$ cat config.mk
export PLATFORM = sky130hd
export DESIGN_NAME = audio_pdm_dac
export DESIGN_NICKNAME = d
export VERILOG_FILES = /design/src/rtl/audio_pkg.sv /design/src/rtl/sigma_delta_mod.sv /design/src/rtl/audio_pdm_dac.sv
export SDC_FILE = /design/constraint.sdc
export NUM_CORES = 1
export LEC_CHECK = 0
export CAP_MARGIN = 0
export CELL_PAD_IN_SITES_DETAIL_PLACEMENT = 0
export CELL_PAD_IN_SITES_GLOBAL_PLACEMENT = 1
export CORE_UTILIZATION = 23
export CTS_CLUSTER_DIAMETER = 50
export DETAILED_ROUTE_END_ITERATION = 7
export PLACE_DENSITY = 0.44
export SLEW_MARGIN = 20
export SYNTH_ARGS = -nofsm -noshare
export SYNTH_HDL_FRONTEND = slang
export SYNTH_SLANG_ARGS = --single-unit
$ cat constraint.sdc
create_clock -name clk -period 2.7 [get_ports clk]
set_clock_uncertainty 0.1 [all_clocks]
set_input_delay 0.54 -clock clk [delete_from_list [all_inputs] [get_ports clk]]
set_output_delay 0.54 -clock clk [all_outputs]
set_load 0.02 [all_outputs]
$ cat src/rtl/audio_pkg.sv
`default_nettype none
// ============================================================================
//  Module      : audio_pkg
//  Description : Shared audio-path constants and sample type, used by the
//                oscillator, the mixer and the PDM DAC sink.
//  Revision    : 1.0 - initial release
// ============================================================================
package audio_pkg;

    // Width of one unsigned audio sample across the whole synth path
    localparam int SAMPLE_W = 16;

    typedef logic [SAMPLE_W-1:0] sample_t;

endpackage
`default_nettype wire

$ cat src/rtl/sigma_delta_mod.sv
`default_nettype none
// ============================================================================
//  Module      : sigma_delta_mod
//  Description : First-order sigma-delta modulator. On every strobe the
//                current sample is added to the accumulator; the carry out
//                becomes the registered 1-bit PDM output.
//  Revision    : 1.0 - initial release
// ============================================================================
module sigma_delta_mod
    import audio_pkg::*;
(
    input  logic    clk,
    input  logic    rst,
    input  logic    strobe,
    input  sample_t current,
    output logic    pdm
);

    sample_t             r_acc;
    logic                r_pdm;
    logic [SAMPLE_W:0]   w_sum;

    // One extra bit so the carry is the density-encoded output bit
    assign w_sum = {1'b0, r_acc} + {1'b0, current};

    // Accumulator and output flop advance only on modulator strobes
    always_ff @(posedge clk) begin
        if (rst) begin
            r_acc <= '0;
            r_pdm <= 1'b0;
        end else if (strobe) begin
            r_acc <= w_sum[SAMPLE_W-1:0];
            r_pdm <= w_sum[SAMPLE_W];
        end
    end

    assign pdm = r_pdm;

endmodule
`default_nettype wire

$ cat src/rtl/audio_pdm_dac.sv
`default_nettype none
// ============================================================================
//  Module      : audio_pdm_dac
//  Description : Audio sink. Buffers samples in a 2-entry FIFO, consumes one
//                per sample period, and drives a 1-bit PDM pin through a
//                first-order sigma-delta modulator. Counts underruns.
//  Revision    : 1.0 - initial release
// ============================================================================
module audio_pdm_dac
    import audio_pkg::*;
#(
    parameter int CLK_DIV = 1024,
    parameter int PDM_DIV = 1
)(
    input  logic       clk,
    input  logic       rst,
    input  logic       enable,
    input  sample_t    sample_in,
    input  logic       sample_valid,
    output logic       sample_ready,
    output logic       sample_tick,
    output logic       underrun,
    output logic [7:0] underrun_count,
    output logic       pdm_out
);

    localparam int c_TMR_W = $clog2(CLK_DIV);
    localparam int c_PDM_W = (PDM_DIV > 1) ? $clog2(PDM_DIV) : 1;
    localparam logic [c_TMR_W-1:0] c_TMR_LAST = c_TMR_W'(CLK_DIV - 1);
    localparam logic [c_PDM_W-1:0] c_PDM_LAST = c_PDM_W'(PDM_DIV - 1);

    // FIFO state
    sample_t            r_mem [2];
    logic               r_wr_ptr;
    logic               r_rd_ptr;
    logic [1:0]         r_count;
    logic               r_ready;

    // Timing and output state
    logic [c_TMR_W-1:0] r_timer;
    logic [c_PDM_W-1:0] r_pdm_cnt;
    sample_t            r_current;
    logic [7:0]         r_ucnt;

    logic               w_tick;
    logic               w_push;
    logic               w_pop;
    logic               w_underrun;
    logic               w_strobe;
    logic               w_mod_rst;
    logic [1:0]         w_count_nxt;

    assign w_tick      = enable && (r_timer == c_TMR_LAST);
    // Ready is the registered not-full flag, so a full buffer never takes a
    // push even if a pop happens in the same cycle
    assign w_push      = sample_valid && r_ready;
    // Pop sees only the registered occupancy: no same-cycle bypass
    assign w_pop       = w_tick && (r_count != 2'd0);
    assign w_underrun  = w_tick && (r_count == 2'd0);
    assign w_strobe    = enable && (r_pdm_cnt == c_PDM_LAST);
    assign w_count_nxt = r_count + 2'(w_push) - 2'(w_pop);
    // Idle clears the modulator exactly as reset does
    assign w_mod_rst   = rst || !enable;

    // FIFO storage, pointers, occupancy and registered ready flag
    always_ff @(posedge clk) begin
        if (rst) begin
            r_mem[0] <= '0;
            r_mem[1] <= '0;
            r_wr_ptr <= 1'b0;
            r_rd_ptr <= 1'b0;
            r_count  <= 2'd0;
            r_ready  <= 1'b0;
        end else begin
            if (w_push) begin
                r_mem[r_wr_ptr] <= sample_in;
                r_wr_ptr        <= ~r_wr_ptr;
            end
            if (w_pop) begin
                r_rd_ptr <= ~r_rd_ptr;
            end
            r_count <= w_count_nxt;
            r_ready <= (w_count_nxt != 2'd2);
        end
    end

    // Sample-period timer, held at zero while idle
    always_ff @(posedge clk) begin
        if (rst || !enable) begin
            r_timer <= '0;
        end else if (w_tick) begin
            r_timer <= '0;
        end else begin
            r_timer <= r_timer + c_TMR_W'(1);
        end
    end

    // Current sample register loads the FIFO head on each non-empty tick
    always_ff @(posedge clk) begin
        if (rst) begin
            r_current <= '0;
        end else if (w_pop) begin
            r_current <= r_mem[r_rd_ptr];
        end
    end

    // Saturating underrun counter, cleared only by reset
    always_ff @(posedge clk) begin
        if (rst) begin
            r_ucnt <= 8'd0;
        end else if (w_underrun && (r_ucnt != 8'hFF)) begin
            r_ucnt <= r_ucnt + 8'd1;
        end
    end

    // Free-running modulator divider, held at zero while idle
    always_ff @(posedge clk) begin
        if (rst || !enable) begin
            r_pdm_cnt <= '0;
        end else if (w_strobe) begin
            r_pdm_cnt <= '0;
        end else begin
            r_pdm_cnt <= r_pdm_cnt + c_PDM_W'(1);
        end
    end

    sigma_delta_mod u_mod (
        .clk     (clk),
        .rst     (w_mod_rst),
        .strobe  (w_strobe),
        .current (r_current),
        .pdm     (pdm_out)
    );

    assign sample_ready   = r_ready;
    assign sample_tick    = w_tick;
    assign underrun       = w_underrun;
    assign underrun_count = r_ucnt;

endmodule
`default_nettype wire

==> flow_summary.yaml <==
run_status:
  run_status: "finished, final reports clean"
timing:
  fin_crit_ns: 2.49
  setup_viol: 0
  fin_tns_setup_ns: 0
  slew_headroom_pct: 66.6
  rsz0062_at_grt: "no"
  hold_viol: 0
  slew_violations: 0
  worstMarginPinSlew_ns: 0.501
  period_share_pct: 92.1
  fmax_mhz: 402
  setup_ws_ns: 0.212
synthesis:
  seq_area_frac_synth_pct: 48.9
  synth_largest_area_cell: "dfxtp_1"
  yosys_most_used_dff: "dfxtp_1"
  synth.avg_cell_area_sq_um: 10.5
  syn_area_sq_um: 4300
  synth-edff-count: 32
  synth_area_leaders: "dfxtp_1 27%, edfxtp_1 22%, ha_1 5.8%"
  async_reset_ff_share_pct: 0
  postSynthCellCount: 411
  synth_top_cell_area_share_pct: 26.5
  yosysUniqueCellTypes: 52
  synth_fp_nets: 452
  ys_ff_latch: 89
  yosysWarnings: 0
power_and_ir_drop:
  power_frac_seq_pct: 49.6
  powerDensity_nw_per_um2: 560
  p_clk_share_pct: 45.1
  p_sw_uw: 675
  vdd.ir_drop.worst_mv: 0.283
  p_sw_share_pct: 23.0
  combPwrFrac_pct: 5.3
  internal_power_mw: 2.26
  power.leakage_nw: 1.89
global_route:
  antenna_found_initial: 0
  grt-ovfl-total: 0
  grt_pass1_wl_um: 15600
  grt_pass1_vias: 2937
  grt_max_degree: 34
  grtUsageTotal_pct: 10.5
clock_network:
  clockBufferDepth: 2
  cts_setup_buffers: 0
  clk_latency_ns: 0.35
  cts_sinks: 89
  h-tree-depth: 3
  cts_tree: "yes"
  numCtsBuffers: 9
  path_clk_slew_ns: 0.07
  cts_root_buffer: "clkbuf_16"
floorplan:
  fp.dieArea_sq_um: 19200
  core_sq_um: 18100
  initial_core_util_pct: 23.7
  die_y_um: 139
  pin_count: 32
  die_w_um: 139
  row_count: 49
drt:
  dr.pass1.iters: 4
  top_layer_used: "met4"
  route.met3.wl_um: 221
  wl_per_cell_um: 13.5
  wirelength_um: 9280
  dr_wl_met2_um: 4100
  vias: 2937
  ant_nets: 0
  drc: 0
  drtIter0Drc: 113
  viasPerCell: 4.29
  wl_met1_um: 4760
place:
  placedCellCount: 669
  dpl-instance-area_sq_um: 4930
  dpl.hpwl_um: 6650
  port_buffers: 31
  dp_slack_ns: 0.0437
  globalplace.congestion: 0.732
final_layout:
  area_growth_pct: 21.8
  layout.cells.non_filler: 685
  final_cell_mix: "57 x dfxtp_1, 51 x nor2_1, 33 x and2_1, 32 x edfxtp_1, 29 x clkdlybuf4s50_1"
  drive_above_1_share_pct: 11.2
  fillers: 1939
  finish.utilization_pct: 28.9
  fin_area_sq_um: 5240
  antennaDiodeCount: 0
  layout_commonest_cell: "dfxtp_1"
  nets: 492
worst_setup_path:
  required_ns: 2.06
  cp.arrival_ns: 1.85
  end_kind: "output pin"
  path_max_fanout: 4
  r2r_setup_slack_ns: 0.33
  critPathKind: "reg -> out"
  crit-reg2reg-launch: "r_current[0]$_SDFFE_PP0P_"
  start_kind: "register"
  cp-startpoint: "r_timer[0]$_SDFF_PP0_"
job:
  maxCapViolations: 0
min_path:
  hp-start: "r_timer[0]$_SDFF_PP0_"
  hp-class: "reg -> reg"
state kept, by name, summed over array words and instances, names as in the netlist:
signal          cells
sample_ready        1
u_mod.r_acc        16
r_rd_ptr            1
u_mod.pdm           1
r_mem              32
underrun_count      8
r_wr_ptr            1
r_current          16
r_pdm_cnt           1
r_timer            10
r_count             2
repair_timing:
| action | CTS | global route |
|---|---|---|
| hold buffers | 0 | 0 |
| endpoints found under the setup margin | 2 | 0 |
| gates resized for setup | 2 | 0 |
path summary, 6_finish.rpt:
path | endpoint | cells after the start
worst max-delay path | sample_tick | 7
worst min-delay path | r_timer[0]$_SDFF_PP0_ | 1
worst max register to register | u_mod.r_acc[12]$_SDFFE_PP0P_ | 8
worst min register to register | r_timer[0]$_SDFF_PP0_ | 1
cell usage after synthesis, drive strengths merged, types with 8 or more instances:
cell type	number
edfxtp	32
dfxtp	57
a211oi	16
o21ai	10
buf	8
clkbuf	8
xnor2	22
nand2	18
a21oi	21
mux2i	21
xor2	10
inv	15
nand3	11
a221oi	8
nor2	54
and2	33
ha	20
power groups by stage:
stage | sequential (mW) | clock, mW | combinational, mW
2_1_floorplan | 1.48 | 0 | 0.0886
3_3_place_gp | 1.48 | 0 | 0.162
3_5_place_dp | 1.48 | 0 | 0.162
4_1_cts | 1.45 | 1.38 | 0.162
5_1_grt | 1.46 | 1.43 | 0.175
6_report | 1.45 | 1.32 | 0.156
worst max-delay path: stages, from the launching register on:
cell	delay, ns
dfxtp_1	0.38
ha_1	0.24
nand2_2	0.08
nor2_4	0.13
nand4_4	0.12
buf_4	0.18
clkinv_4	0.04
dlygate4sd2_1	0.31
layout make-up:
type | count | area (sq um) | area share [%]
clock buffers | 10 | 239 | 4.56
clock inverters | 6 | 71.3 | 1.36
inverters | 16 | 65.1 | 1.24
multi-input cells | 289 | 2050 | 39.2
flip-flops and latches | 89 | 2100 | 40.1
well taps | 229 | 287 | 5.47
repair buffers | 46 | 420 | 8.03
routing by layer:
metal | GRT usage (%) | vias to the layer above
li1 | - | 1528
met1 | 14.1 | 1363
met2 | 15.9 | 36
met3 | 1.73 | 10
met4 | 5.96 | 0
met5 | 0 | -
through the flow:
stage                     power [mW]  hold WS (ns)
after floorplan                 1.57         0.330
after global placement          1.64         0.344
after detailed placement        1.65         0.355
after CTS                       3.00         0.372
after global routing            3.07         0.389
final                           2.93         0.370
cells by family (layout without fill, tap and decap cells):
kind of cell | count (synthesis) | after routing | share of synthesized area (%)
and+or+nand+nor | 143 | 143 | 18.6
DFF | 89 | 89 | 48.9
AOI/OAI and AO/OA | 71 | 71 | 11.3
buffers and inverters | 33 | 78 | 3.40
xor gates and xnor gates | 32 | 32 | 6.52
adders and majority gates | 21 | 21 | 6.28
muxes | 21 | 21 | 4.89
other | 1 | 1 | 0.0872
(Power assumes the default switching activity.)
